`src/rtl/load_store_unit_pkg.sv`:
```
// Shared definitions for the load/store execution unit.
//   - Bus widths for data, tag, register name and opcode.
//   - Opcode encodings for the eight memory operations.
//   - FSM state encodings and the idle ("free") values of the result bus.
//   - Small decode helpers used by the unit.
package load_store_unit_pkg;

  localparam int unsigned DataW = 32;
  localparam int unsigned TagW  = 4;
  localparam int unsigned NameW = 5;
  localparam int unsigned OpW   = 4;

  // Opcode encodings; 0 and 9..15 are unused and treated as unknown.
  typedef enum logic [OpW-1:0] {
    OpNone = 4'd0,
    OpLB   = 4'd1,
    OpLH   = 4'd2,
    OpLW   = 4'd3,
    OpLBU  = 4'd4,
    OpLHU  = 4'd5,
    OpSB   = 4'd6,
    OpSH   = 4'd7,
    OpSW   = 4'd8
  } ls_op_e;

  typedef enum logic [1:0] {
    LSidle   = 2'd0,
    LSaccess = 2'd1,
    LSdone   = 2'd2
  } ls_state_e;

  // Values driven on the result bus when nothing is being broadcast.
  localparam logic [TagW-1:0]  TagFree  = '0;
  localparam logic [NameW-1:0] NameFree = '0;
  localparam logic [DataW-1:0] DataFree = '0;

  function automatic logic op_is_load(input ls_op_e op);
    logic res;
    case (op)
      OpLB, OpLH, OpLW, OpLBU, OpLHU: res = 1'b1;
      default:                        res = 1'b0;
    endcase
    return res;
  endfunction

  function automatic logic op_is_store(input ls_op_e op);
    logic res;
    case (op)
      OpSB, OpSH, OpSW: res = 1'b1;
      default:          res = 1'b0;
    endcase
    return res;
  endfunction

  function automatic logic op_is_valid(input ls_op_e op);
    return op_is_load(op) || op_is_store(op);
  endfunction

  // Number of bytes transferred by an operation (1, 2 or 4).
  function automatic logic [2:0] op_num_bytes(input ls_op_e op);
    logic [2:0] res;
    case (op)
      OpLB, OpLBU, OpSB: res = 3'd1;
      OpLH, OpLHU, OpSH: res = 3'd2;
      OpLW, OpSW:        res = 3'd4;
      default:           res = 3'd1;
    endcase
    return res;
  endfunction

endpackage

```
`src/rtl/load_store_unit.sv`:
```
// Load/store execution unit.
// Accepts one memory operation at a time from the load/store buffer, forms the
// effective address (operandO + imm), and performs the access byte-serially,
// little-endian, over an 8-bit request/acknowledge memory port. Loads broadcast
// their sign- or zero-extended result on the common data bus for one cycle.
//
// Ports:
//   clk, rst              clock, synchronous active-high reset
//   LSworkEn              issue strobe from the buffer
//   operandO/operandT/imm base address, store data, address offset
//   wrtTag/wrtName/opCode destination tag, register name, operation
//   LSreadEn              unit can accept an issue (combinational)
//   enLSwrt/LStag/LSname/LSdata  registered result broadcast
//   memEn/memWr/memAddr/memWdata byte request (combinational from state)
//   memRdata/memAck       read byte and acknowledge from memory
module load_store_unit
  import load_store_unit_pkg::*;
(
  input  logic             clk,
  input  logic             rst,
  input  logic             LSworkEn,
  input  logic [DataW-1:0] operandO,
  input  logic [DataW-1:0] operandT,
  input  logic [DataW-1:0] imm,
  input  logic [TagW-1:0]  wrtTag,
  input  logic [NameW-1:0] wrtName,
  input  logic [OpW-1:0]   opCode,
  output logic             LSreadEn,
  output logic             enLSwrt,
  output logic [TagW-1:0]  LStag,
  output logic [NameW-1:0] LSname,
  output logic [DataW-1:0] LSdata,
  output logic             memEn,
  output logic             memWr,
  output logic [31:0]      memAddr,
  output logic [7:0]       memWdata,
  input  logic [7:0]       memRdata,
  input  logic             memAck
);

  ls_state_e        state_q, state_d;
  ls_op_e           op_q, op_d;
  logic [TagW-1:0]  tag_q, tag_d;
  logic [NameW-1:0] name_q, name_d;
  logic [31:0]      addr_q, addr_d;
  logic [DataW-1:0] sdata_q, sdata_d;
  logic [DataW-1:0] rdata_q, rdata_d;
  logic [2:0]       num_q, num_d;
  logic [1:0]       idx_q, idx_d;

  logic             en_wrt_q;
  logic [TagW-1:0]  ls_tag_q;
  logic [NameW-1:0] ls_name_q;
  logic [DataW-1:0] ls_data_q;

  ls_op_e           op_in;
  logic             last_byte;
  logic             bcast;
  logic [DataW-1:0] load_ext;

  assign op_in     = ls_op_e'(opCode);
  assign last_byte = ({1'b0, idx_q} == (num_q - 3'd1));

  // The result is broadcast in DONE, so it is registered on the edge that
  // completes the final byte of a load.
  assign bcast = (state_q == LSaccess) && memAck && last_byte && op_is_load(op_q);

  // Next-state, capture and memory request decode.
  always_comb begin
    state_d  = state_q;
    op_d     = op_q;
    tag_d    = tag_q;
    name_d   = name_q;
    addr_d   = addr_q;
    sdata_d  = sdata_q;
    rdata_d  = rdata_q;
    num_d    = num_q;
    idx_d    = idx_q;
    LSreadEn = 1'b0;
    memEn    = 1'b0;
    memWr    = 1'b0;
    memAddr  = '0;
    memWdata = '0;

    unique case (state_q)
      LSidle: begin
        // Dropping ready in the strobe cycle keeps a second issue out.
        LSreadEn = !LSworkEn;
        if (LSworkEn) begin
          op_d    = op_in;
          tag_d   = wrtTag;
          name_d  = wrtName;
          addr_d  = operandO + imm;
          sdata_d = operandT;
          rdata_d = '0;
          num_d   = op_num_bytes(op_in);
          idx_d   = '0;
          // Unknown opcodes skip the access and finish silently.
          state_d = op_is_valid(op_in) ? LSaccess : LSdone;
        end
      end
      LSaccess: begin
        memEn    = 1'b1;
        memWr    = op_is_store(op_q);
        memAddr  = addr_q + {30'd0, idx_q};
        memWdata = sdata_q[{idx_q, 3'b000} +: 8];
        if (memAck) begin
          if (op_is_load(op_q)) begin
            rdata_d[{idx_q, 3'b000} +: 8] = memRdata;
          end
          idx_d = idx_q + 2'd1;
          if (last_byte) begin
            state_d = LSdone;
          end
        end
      end
      LSdone: begin
        state_d = LSidle;
      end
      default: begin
        state_d = LSidle;
      end
    endcase
  end

  // Sign/zero extension of the assembled load bytes.
  always_comb begin
    load_ext = rdata_d;
    case (op_q)
      OpLB:    load_ext = {{24{rdata_d[7]}}, rdata_d[7:0]};
      OpLH:    load_ext = {{16{rdata_d[15]}}, rdata_d[15:0]};
      OpLBU:   load_ext = {24'd0, rdata_d[7:0]};
      OpLHU:   load_ext = {16'd0, rdata_d[15:0]};
      default: load_ext = rdata_d;
    endcase
  end

  always_ff @(posedge clk) begin
    if (rst) begin
      state_q   <= LSidle;
      op_q      <= OpNone;
      tag_q     <= TagFree;
      name_q    <= NameFree;
      addr_q    <= '0;
      sdata_q   <= '0;
      rdata_q   <= '0;
      num_q     <= 3'd1;
      idx_q     <= '0;
      en_wrt_q  <= 1'b0;
      ls_tag_q  <= TagFree;
      ls_name_q <= NameFree;
      ls_data_q <= DataFree;
    end else begin
      state_q   <= state_d;
      op_q      <= op_d;
      tag_q     <= tag_d;
      name_q    <= name_d;
      addr_q    <= addr_d;
      sdata_q   <= sdata_d;
      rdata_q   <= rdata_d;
      num_q     <= num_d;
      idx_q     <= idx_d;
      en_wrt_q  <= bcast;
      ls_tag_q  <= bcast ? tag_q : TagFree;
      ls_name_q <= bcast ? name_q : NameFree;
      ls_data_q <= bcast ? load_ext : DataFree;
    end
  end

  assign enLSwrt = en_wrt_q;
  assign LStag   = ls_tag_q;
  assign LSname  = ls_name_q;
  assign LSdata  = ls_data_q;

endmodule
```
`config.mk`:
```
export PLATFORM = sky130hd
export DESIGN_NAME = load_store_unit
export DESIGN_NICKNAME = d
export VERILOG_FILES = /design/src/rtl/load_store_unit_pkg.sv /design/src/rtl/load_store_unit.sv
export SDC_FILE = /design/constraint.sdc
export NUM_CORES = 1
export LEC_CHECK = 0
export CAP_MARGIN = 0
export CORE_UTILIZATION = 25
export DETAILED_ROUTE_END_ITERATION = 8
export HOLD_SLACK_MARGIN = 0.1
export SLEW_MARGIN = 15
export SYNTH_ARGS = -nofsm -noshare
export SYNTH_HDL_FRONTEND = slang
export SYNTH_SLANG_ARGS = --single-unit
export TNS_END_PERCENT = 10
```
`constraint.sdc`:
```
create_clock -name clk -period 7.9 [get_ports clk]
set_clock_uncertainty 0.05 [all_clocks]
set_input_delay 2.37 -clock clk [delete_from_list [all_inputs] [get_ports clk]]
set_output_delay 2.37 -clock clk [all_outputs]
set_load 0.02 [all_outputs]
```
==> summary.txt, run 1 <==
Pin count of the biggest net entering global routing - 80
Die H - 183 µm
Busiest layer in global routing - met2
CTS H-tree lvls - 4
Wirelength per Cell - 15.1 µm
Port buffer count - 205
Yosys warning total - 0
Final count of pins violating max slew - 0
DPL Wire Length - 18.0 mm
Syn_nets - 1166
Area taken by flip-flops and latches - 3160 µm²
Switching power share of the total - 0.317
Layout Cell Area excl Fill - 11200 µm²
Post-route antenna net violation count - 0
Site Rows - 65
Die Area - 33300 µm²
Area growth from synthesis to final layout - 37.6%
Net total in the final layout - 1347
Cell-by-cell listing of the critical path - buf_4 > ha_1 > fa_1 > nand4_1 > nor4_1 > nand4_1 > xor2_1 > nor2_1 > clkdlybuf4s50_1
Detailed-route vias per instance - 4.69
Share of final-layout standard cells stronger than drive strength 1 - 0.0568
CTS buffer count - 17
First-pass DRT Iterations - 5
Leading post-synthesis cells by cell area - dfxtp_1 (39%), nand2_1 (8.1%), a21oi_1 (7.4%), ha_1 (6.0%), nor2_1 (5.3%)
Post-synthesis compound-gate area fraction - 0.195
Share of total power in combinational logic - 0.193
Static leakage - 4.12 nW
Max-Slew Margin vs Limit - 0.333
Overall overflow remaining after global route - 0
Global-route wire length before repair - 39.3 mm
Peak VDD IR - 0.118 mV
Final weighted congestion of routability-driven global placement - 0.780
Largest area contributor in the netlist - dfxtp_1
Clock-pin transition on the worst setup and hold timing paths - 0.07 ns
Crit-path max cell delay - 0.73 ns
Iteration-0 DRC count of the detailed router - 461
Post-synthesis xor/xnor area fraction - 0.0537
Met3 track demand over resource - 0.0249
Setup Buffers After CTS - 0
Clock root cell - clkbuf_16
Portion of the clock cycle consumed by the worst path in the final layout - 0.785
Synthesized cell area - 8150 µm²
Reg-to-reg setup timing slack - 4.73 ns
Area of the multi-input gates - 4720 µm²
Distinct cell type count after synthesis - 68
Count of flip-flops with a built-in enable after synthesis - 0
Number of filler cells placed in the layout - 3295
Part of the power in the clock network - 0.396
Combinational family with the most area after synthesis - simple AND/OR/NAND/NOR gates
Max-cap check violation count - 0
#FFs+latches synth - 158
Internal cell power - 1.45 mW
Combined global-route utilization of all metal layers - 0.148
Share of cell area taken by muxes after synthesis - 0.0247
Clk_lat worst skew - 0.43 ns
Critical path peak fanout - 21
Synth top cells by count - nand2_1 (176), dfxtp_1 (158), a21oi_1 (120)
Startpoint Class - register
TritonCTS Sinks - 158
Share of the yosys chip area belonging to registers - 0.388
Cells after Synth - 1004
Quantity of gates resized following cts - 0
Number of remaining DRC errors - 0
Simple-gate area share of the yosys netlist - 0.241
Number of global-route vias before repair - 7526
X dimension of the die - 183 µm
Highest clock rate - 161 MHz
TritonCTS clock tree - yes
Met1 track utilization from global routing - 0.184
Path class of the lowest-slack min-delay path - register to register
CTS Hold Bufs - 0
CP arrival - 3.78 ns
Area of the placeable core - 31800 µm²
Final setup violation count - 0
Bufs and invs on worst path - 2
Post-synthesis adder-cell area fraction - 0.0648
IO Pins - 206
Synth Area per Inst - 8.12 µm²
Top cell type's share of synthesized area - 0.388
Deepest clock path buffer count - 2
Initial cell density of the core - 0.256
Dominant cell by count in the synthesized netlist - nand2_1
Met2 layer usage reported by global route - 0.260
Total Routed Length - 24.7 mm
Final worst path period need - 6.20 ns
Final-report hold violation count - 0
Ys flop type - dfxtp_1
Pwr/cell area - 189 nW/µm²
RSZ-0062 raised after global routing - no
Transition at the pin with the smallest max-transition slack - 0.997 ns
Synth async-reset ratio - 0
Setup Total Neg Slack - 0 ns
Slowest-stage cell, CP - nor4_1
DR vias - 7668
Net Sw Power - 0.675 mW
Outcome - completed
Crit-path leading delay family - simple AND/OR/NAND/NOR gates
Top cell by count, worst path - nand4_1
Area post-placement - 10600 µm²
Crit path kind - register to primary output
Data required, critical path - 5.48 ns
Sequential group share of total power - 0.411
Number of antenna violations at the first check in global routing - 1
CP endpoint kind - primary output
-- flip-flops by register name, indices dropped and copies added (netlist names) --
signal	count
name_q	5
addr_q	32
enLSwrt	1
num_q	3
sdata_q	32
tag_q	4
LStag	4
idx_q	2
state_q	2
op_q	4
LSdata	32
rdata_q	32
LSname	5
-- cell families (layout without fill, tap and decap cells) --
family | count (synthesis) | count (layout)
adder cells (fa/ha/maj) | 41 | 41
AND/OR/NAND/NOR | 424 | 424
other | 0 | 1
multiplexers | 10 | 10
XOR/XNOR | 50 | 50
flip-flops | 158 | 158
buffers and inverters | 68 | 262
AO/OA/AOI/OAI | 253 | 253
-- final cells by class --
cell class,instances,share of cell area
diodes,1,0.000223
clock buffers,17,0.0379
clock inverters,15,0.0170
inverters,18,0.00602
multi-input cells,778,0.421
flip-flops and latches,158,0.282
well taps,435,0.0485
repair buffers,212,0.187
-- through the flow --
| step | cells | hold slack [ns] | total power [mW] | utilization | setup WS [ns] |
|---|---|---|---|---|---|
| after floorplan | 1004 | 0.382 | 1.14 | - | 2.62 |
| after global placement | 1601 | 0.388 | 1.30 | 0.333 | 1.81 |
| after detailed placement | 1601 | 0.392 | 1.30 | 0.333 | 1.80 |
| after CTS | 1633 | 0.402 | 2.15 | 0.353 | 1.64 |
| after global routing | 1633 | 0.414 | 2.23 | 0.353 | 1.43 |
| final | 1634 | 0.401 | 2.12 | 0.353 | 1.70 |
-- power groups by stage --
stage,logic [mW],registers (mW),clock network [mW]
global placement,0.407,0.891,0
global route,0.455,0.881,0.898
CTS,0.413,0.874,0.859
floorplan,0.261,0.882,0
detailed placement,0.411,0.893,0
finish,0.409,0.874,0.841
-- worst reg2reg max path: stages, from the launching register on --
cell,delay [ns]
dfxtp_1,0.48
inv_1,0.14
nand2_1,0.08
buf_4,0.32
inv_1,0.38
a21oi_1,0.64
a22oi_1,0.25
nor3b_1,0.24
o21a_2,0.35
o21a_1,0.20
-- worst paths after layout --
kind / start / endpoint / cells after the start
worst max-delay path: idx_q[0] / memAddr[28] / 9
worst min-delay path: name_q[3] / name_q[3] / 2
worst max register to register: state_q[1] / LSdata[16] / 9
worst min register to register: name_q[3] / name_q[3] / 2
-- layout by cell type (no fill, tap or decap), types with 5 or more instances in the layout --
cell,netlist,routed
clkbuf_16,0,17
ha_1,39,39
or3_1,7,7
a21oi_1,120,120
inv_1,17,17
o21ai_0,23,23
dfxtp_1,158,158
mux4_2,8,8
clkdlybuf4s50_1,0,204
o21a_1,23,23
nand2_1,176,175
nand4_1,12,12
buf_4,0,8
nand2b_1,6,6
nor2b_1,9,9
nor3b_1,6,6
nand3_1,17,17
nor3_1,20,20
a22oi_1,24,24
nor2_1,116,116
a21o_1,15,15
xnor2_1,17,17
and4_1,7,7
and3_1,14,14
clkinv_8,0,6
xor2_1,33,33
and2_1,12,11
or2_2,5,5
-- metal layers --
metal	share of wire	routed length [µm]
met5	0	0
met4	0.017	431
met3	0.039	960
met2	0.49	12200
met1	0.45	11100
Power figures use the tool's default switching activity.
==> inputs of run 2 (changes only) <==
==> constraint.sdc (replaced) <==
create_clock -name clk -period 5 [get_ports clk]
set_clock_uncertainty 0.05 [all_clocks]
set_input_delay 1.5 -clock clk [delete_from_list [all_inputs] [get_ports clk]]
set_output_delay 1.5 -clock clk [all_outputs]
set_load 0.02 [all_outputs]
==> run 2 against run 1 <==
Against the previous run: setup slack worse by 1.5 ns; first-iteration DRC count unchanged; sequential power up 58%; register-to-register slack worse by 2.7 ns; cell area up 0.49%; clock power up 57%; die area unchanged; utilization up 0.17 points; non-clock buffer count up 8; critical path depth unchanged; power up 58%; largest power group unchanged; highest routed layer unchanged.
==> summary.txt, run 2 (synthesized netlist as in run 1, its figures left out) <==
Area growth from synthesis to final layout - 38.3%
Net Sw Power - 1.06 mW
Final-report hold violation count - 0
Iteration-0 DRC count of the detailed router - 461
Number of global-route vias before repair - 7348
Crit path kind - register to primary output
TritonCTS Sinks - 158
Path class of the lowest-slack min-delay path - register to register
Number of remaining DRC errors - 0
TritonCTS clock tree - yes
Outcome - completed
Site Rows - 65
Diodes inserted - 0
DPL Wire Length - 18.2 mm
Clock root cell - clkbuf_16
CTS buffer count - 17
RSZ-0062 raised after global routing - yes
Setup Total Neg Slack - 0 ns
Highest clock rate - 209 MHz
Routed wire length on met2 - 11.9 mm
Final count of pins violating max slew - 0
X dimension of the die - 183 µm
Area of the placeable core - 31800 µm²
Most common library cell in the layout ignoring fill and taps - clkdlybuf4s50_1
Number of antenna violations at the first check in global routing - 0
CP arrival - 3.23 ns
Beginning of the worst register-to-register path - idx_q[0]
Share of total power in combinational logic - 0.195
Pwr/cell area - 298 nW/µm²
Start point of the critical path - addr_q[0]
Final setup violation count - 0
Post-route antenna net violation count - 0
Combined global-route utilization of all metal layers - 0.146
Final worst path period need - 4.78 ns
Initial cell density of the core - 0.256
Logic depth of the worst register-to-register path - 9
Highest routed metal layer - met4
Deepest clock path buffer count - 2
Total Routed Length - 24.5 mm
Crit-path max cell delay - 0.64 ns
Sum of met3 wire segment lengths after detailed routing - 1.00 mm
Overall overflow remaining after global route - 0
Top cell by count, worst path - nand4_1
Switching power share of the total - 0.315
Wirelength per Cell - 14.9 µm
Critical path peak fanout - 7
Max-Slew Margin vs Limit - 0.392
Part of the power in the clock network - 0.393
Peak VDD IR - 0.223 mV
Die H - 183 µm
Global-route wire length before repair - 38.4 mm
Pin count of the biggest net entering global routing - 85
Share of final-layout standard cells stronger than drive strength 1 - 0.0630
Net total in the final layout - 1355
Portion of the clock cycle consumed by the worst path in the final layout - 0.957
Critical path endpoint - memAddr[28]
Final weighted congestion of routability-driven global placement - 0.831
Area post-placement - 10700 µm²
Reg2reg end - LSdata[27]
Clk_lat worst skew - 0.42 ns
Setup Buffers After CTS - 0
Most frequent cells in the layout - clkdlybuf4s50_1 (204), nand2_1 (175), dfxtp_1 (158), a21oi_1 (120), nor2_1 (116)
Port buffer count - 205
Detailed-route vias per instance - 4.74
Static leakage - 4.17 nW
CTS Hold Bufs - 0
Clock-pin transition on the worst setup and hold timing paths - 0.07 ns
Internal cell power - 2.30 mW
Data required, critical path - 3.45 ns
Reg-to-reg setup timing slack - 2.05 ns
CP endpoint kind - primary output
Max-cap check violation count - 0
DR vias - 7782
Sequential group share of total power - 0.412
Die Area - 33300 µm²
Layout Cell Area excl Fill - 11300 µm²
CTS H-tree lvls - 4
IO Pins - 206
First-pass DRT Iterations - 5
Startpoint Class - register
Transition at the pin with the smallest max-transition slack - 0.912 ns
Cell-by-cell listing of the critical path - ha_1 > fa_1 > nand4_1 > nor4_1 > buf_4 > nand4_1 > xor2_1 > nor2_1 > clkdlybuf4s50_1
Quantity of gates resized following cts - 0
Slowest-stage cell, CP - clkdlybuf4s50_1
Number of filler cells placed in the layout - 3305
DRT met1 WL - 11.0 mm
## run 2: per-layer routing
layer / global-route usage / up-vias
met2: 0.249 / 207
met3: 0.0277 / 29
li1: - / 3901
met1: 0.184 / 3645
met4: 0.0531 / 0
met5: 0 / -
## run 2: critical path, delay by kind of cell, from the launching register on
| kind | cells | cell delay (ns) |
|---|---|---|
| simple gates | 4 | 1.02 |
| buf+inv | 2 | 0.84 |
| fa+ha+maj | 2 | 0.46 |
| flops | 1 | 0.33 |
| xor+xnor | 1 | 0.16 |
## run 2: worst min-delay path by stage
stage / startpoint / endpoint / slack, ns / cells after the start
final: sdata_q[16] / sdata_q[16] / 0.40 / 2
after global routing: name_q[1] / name_q[1] / 0.42 / 2
after CTS: tag_q[1] / tag_q[1] / 0.40 / 2
after detailed placement: tag_q[1] / tag_q[1] / 0.39 / 2
after global placement: tag_q[2] / tag_q[2] / 0.39 / 2
after floorplan: name_q[0] / name_q[0] / 0.38 / 2
## run 2: layout make-up
type,instances,area (µm²),area share
well taps,435,544,0.0483
repair buffers,220,2160,0.192
multi-input cells,778,4720,0.419
clock inverters,15,188,0.0166
flip-flops and latches,158,3160,0.281
inverters,18,67.6,0.00599
clock buffers,17,425,0.0377
## run 2: power by group through the flow
stage / registers, mW / logic [mW] / clock network [mW]
2_1_floorplan: 1.39 / 0.412 / 0
3_5_place_dp: 1.41 / 0.654 / 0
3_3_place_gp: 1.41 / 0.649 / 0
4_1_cts: 1.38 / 0.658 / 1.37
6_report: 1.38 / 0.653 / 1.32
5_1_grt: 1.39 / 0.725 / 1.42
## run 2: metrics by stage
stage          setup WS (ns)  power [mW]  utilization  hold WS (ns)  std cells
3_3_place_gp           0.358        2.06        0.335         0.388       1609
5_1_grt              -0.0124        3.54        0.355         0.420       1641
2_1_floorplan           1.24        1.81            -         0.382       1004
3_5_place_dp           0.378        2.06        0.335         0.394       1609
6_report               0.216        3.35        0.355         0.401       1641
4_1_cts                0.136        3.40        0.355         0.404       1641
==> inputs of run 3 (changes only) <==
--- a/config.mk
+++ b/config.mk
@@ -5,6 +5,7 @@
 export SDC_FILE = /design/constraint.sdc
 export NUM_CORES = 1
 export LEC_CHECK = 0
+export ABC_AREA = 1
 export CAP_MARGIN = 0
 export CORE_UTILIZATION = 25
 export DETAILED_ROUTE_END_ITERATION = 8
==> run 3 against run 2 <==
Against the previous run: combinational power rose by 30%; highest routed layer unchanged; clock power about the same; largest power group unchanged; largest cell class unchanged; via count rose by 30%; wire length increased by 29%.
==> summary.txt, run 3 <==
Outcome - completed
Routed wire length on met2 - 15.1 mm
Quantity of gates resized following cts - 0
Site Rows - 71
Max-cap check violation count - 0
Clock-pin transition on the worst setup and hold timing paths - 0.06 ns
Pin count of the biggest net entering global routing - 113
Slowest-stage cell, CP - clkdlybuf4s50_1
Deepest clock path buffer count - 2
DR vias - 10104
Crit-path max cell delay - 0.66 ns
TritonCTS Sinks - 158
Cell-by-cell listing of the critical path - ha_1 > fa_1 > nand2_1 > nor2_2 > nand2_1 > nor2_4 > nand2_2 > nor2_4 > nand2_1 > nor2_1 > a21oi_1 > nor2_1 > clkdlybuf4s50_1
Overall overflow remaining after global route - 0
Area of the placeable core - 38000 µm²
Global-route wire length before repair - 49.8 mm
Final setup violation count - 0
Synth top cells by count - nand2_1 (343), nor2_1 (283), inv_1 (274)
Crit path kind - register to primary output
Utilization of the core after routing - 0.339
CTS Hold Bufs - 0
Most common library cell in the layout ignoring fill and taps - nand2_1
Number of remaining DRC errors - 0
Initial cell density of the core - 0.256
Syn_nets - 1744
Final weighted congestion of routability-driven global placement - 0.905
Port buffer count - 205
Final worst path period need - 4.67 ns
PnR Total Power - 3.57 mW
Diodes inserted - 0
Clock root cell - clkbuf_16
CP endpoint kind - primary output
Worst Hold Path EP - LStag[2]
Hold-critical path depth - 2
Net total in the final layout - 1928
Die Area - 39800 µm²
Non-filler cells in the finished layout - 2290
Highest clock rate - 214 MHz
X dimension of the die - 199 µm
IO Pins - 206
Layout Cell Area excl Fill - 12900 µm²
Share of final-layout standard cells stronger than drive strength 1 - 0.0450
Clk_lat worst skew - 0.43 ns
Post-route antenna net violation count - 0
Wirelength per Cell - 13.8 µm
Area post-placement - 12300 µm²
Total Routed Length - 31.7 mm
Post-placement cell count - 2258
Final-report hold violation count - 0
CP arrival - 3.12 ns
First-pass DRT Iterations - 5
Detailed-route vias per instance - 4.41
Highest routed metal layer - met4
Cells after Synth - 1582
Post-placement worst setup slack - 0.688 ns
Setup Buffers After CTS - 0
Number of antenna violations at the first check in global routing - 0
Final count of pins violating max slew - 0
Largest area contributor in the netlist - dfxtp_1
Setup Total Neg Slack - 0 ns
Worst hold slack - 0.389 ns
Count of flip-flops with a built-in enable after synthesis - 0
Peak VDD IR - 0.221 mV
Ys flop type - dfxtp_1
Data required, critical path - 3.45 ns
Number of filler cells placed in the layout - 4259
Path class of the lowest-slack min-delay path - register to register
Top cell type's share of synthesized area - 0.324
Leading post-synthesis cells by cell area - dfxtp_1 (32%), nand2_1 (13%), nor2_1 (11%), inv_1 (11%), o21ai_0 (5.7%)
Portion of the clock cycle consumed by the worst path in the final layout - 0.933
Static leakage - 5.91 nW
DPL Wire Length - 24.8 mm
Critical path peak fanout - 5
Area of the multi-input gates - 5320 µm²
Synth async-reset ratio - 0
Yosys warning total - 0
Crit path setup slack, layout - 0.335 ns
Pwr/cell area - 277 nW/µm²
Startpoint Class - register
Synthesized cell area - 9750 µm²
DRT met1 WL - 14.2 mm
Number of global-route vias before repair - 9696
Max-Slew Margin vs Limit - 0.311
Iteration-0 DRC count of the detailed router - 543
Beginning of the worst register-to-register path - idx_q[0]
Dominant cell by count in the synthesized netlist - nand2_1
Reg-to-reg setup timing slack - 1.67 ns
Share of the yosys chip area belonging to registers - 0.324
Distinct cell type count after synthesis - 44
RSZ-0062 raised after global routing - no
Top cell by count, worst path - nand2_1
Combined global-route utilization of all metal layers - 0.161
Area taken by flip-flops and latches - 3160 µm²
Synth Area per Inst - 6.16 µm²
TritonCTS clock tree - yes
Logic depth of the worst register-to-register path - 11
Transition at the pin with the smallest max-transition slack - 1.03 ns
CTS H-tree lvls - 4
Most frequent cells in the layout - nand2_1 (343), nor2_1 (283), inv_1 (273), clkdlybuf4s50_1 (204), dfxtp_1 (158)
Reg2reg end - LSdata[18]
CTS buffer count - 17
Sum of met3 wire segment lengths after detailed routing - 1.36 mm
Area growth from synthesis to final layout - 32.3%
Die H - 199 µm
#FFs+latches synth - 158
Startpoint of the tightest hold check path - tag_q[2]
-- run 3: where the power goes --
group | internal [mW] | switching (mW) | leakage [nW]
clock | 0.769 | 0.554 | 0.289
combinational | 0.316 | 0.534 | 4.33
sequential | 1.34 | 0.0590 | 1.29
-- run 3: final cells by class --
type / count / share of cell area
inverter: 283 / 0.0823
clock buffer: 21 / 0.0357
sequential: 158 / 0.245
clock inverter: 11 / 0.0101
tap: 511 / 0.0496
timing repair buffer: 213 / 0.165
multi-input combinational: 1093 / 0.412
-- run 3: layer usage --
metal | GRT usage | up-vias
met4 | 0.0724 | 0
met1 | 0.199 | 4465
met2 | 0.275 | 300
met3 | 0.0224 | 57
li1 | - | 5282
met5 | 0 | -
-- run 3: kinds of logic after synthesis --
family,after synthesis,share of synthesized area
AOI/OAI and AO/OA,228,0.122
xor gates and xnor gates,22,0.0198
adders and majority gates,41,0.0542
buffers and inverters,331,0.131
DFF,158,0.324
and+or+nand+nor,802,0.349
-- run 3: worst max path at each step --
stage | from | to | depth (start not counted)
finish | addr_q[0] | memAddr[20] | 13
global route | idx_q[0] | memAddr[20] | 13
CTS | idx_q[0] | memAddr[26] | 13
detailed placement | LSworkEn | LSreadEn | 3
global placement | LSworkEn | LSreadEn | 3
floorplan | idx_q[0] | memAddr[18] | 11
-- run 3: critical path, delay by kind of cell, from the launching register on --
family,cells,cell delay (ns)
simple gates,9,1.19
flops,1,0.33
buf+inv,1,0.66
fa+ha+maj,2,0.39
compound gates,1,0.10
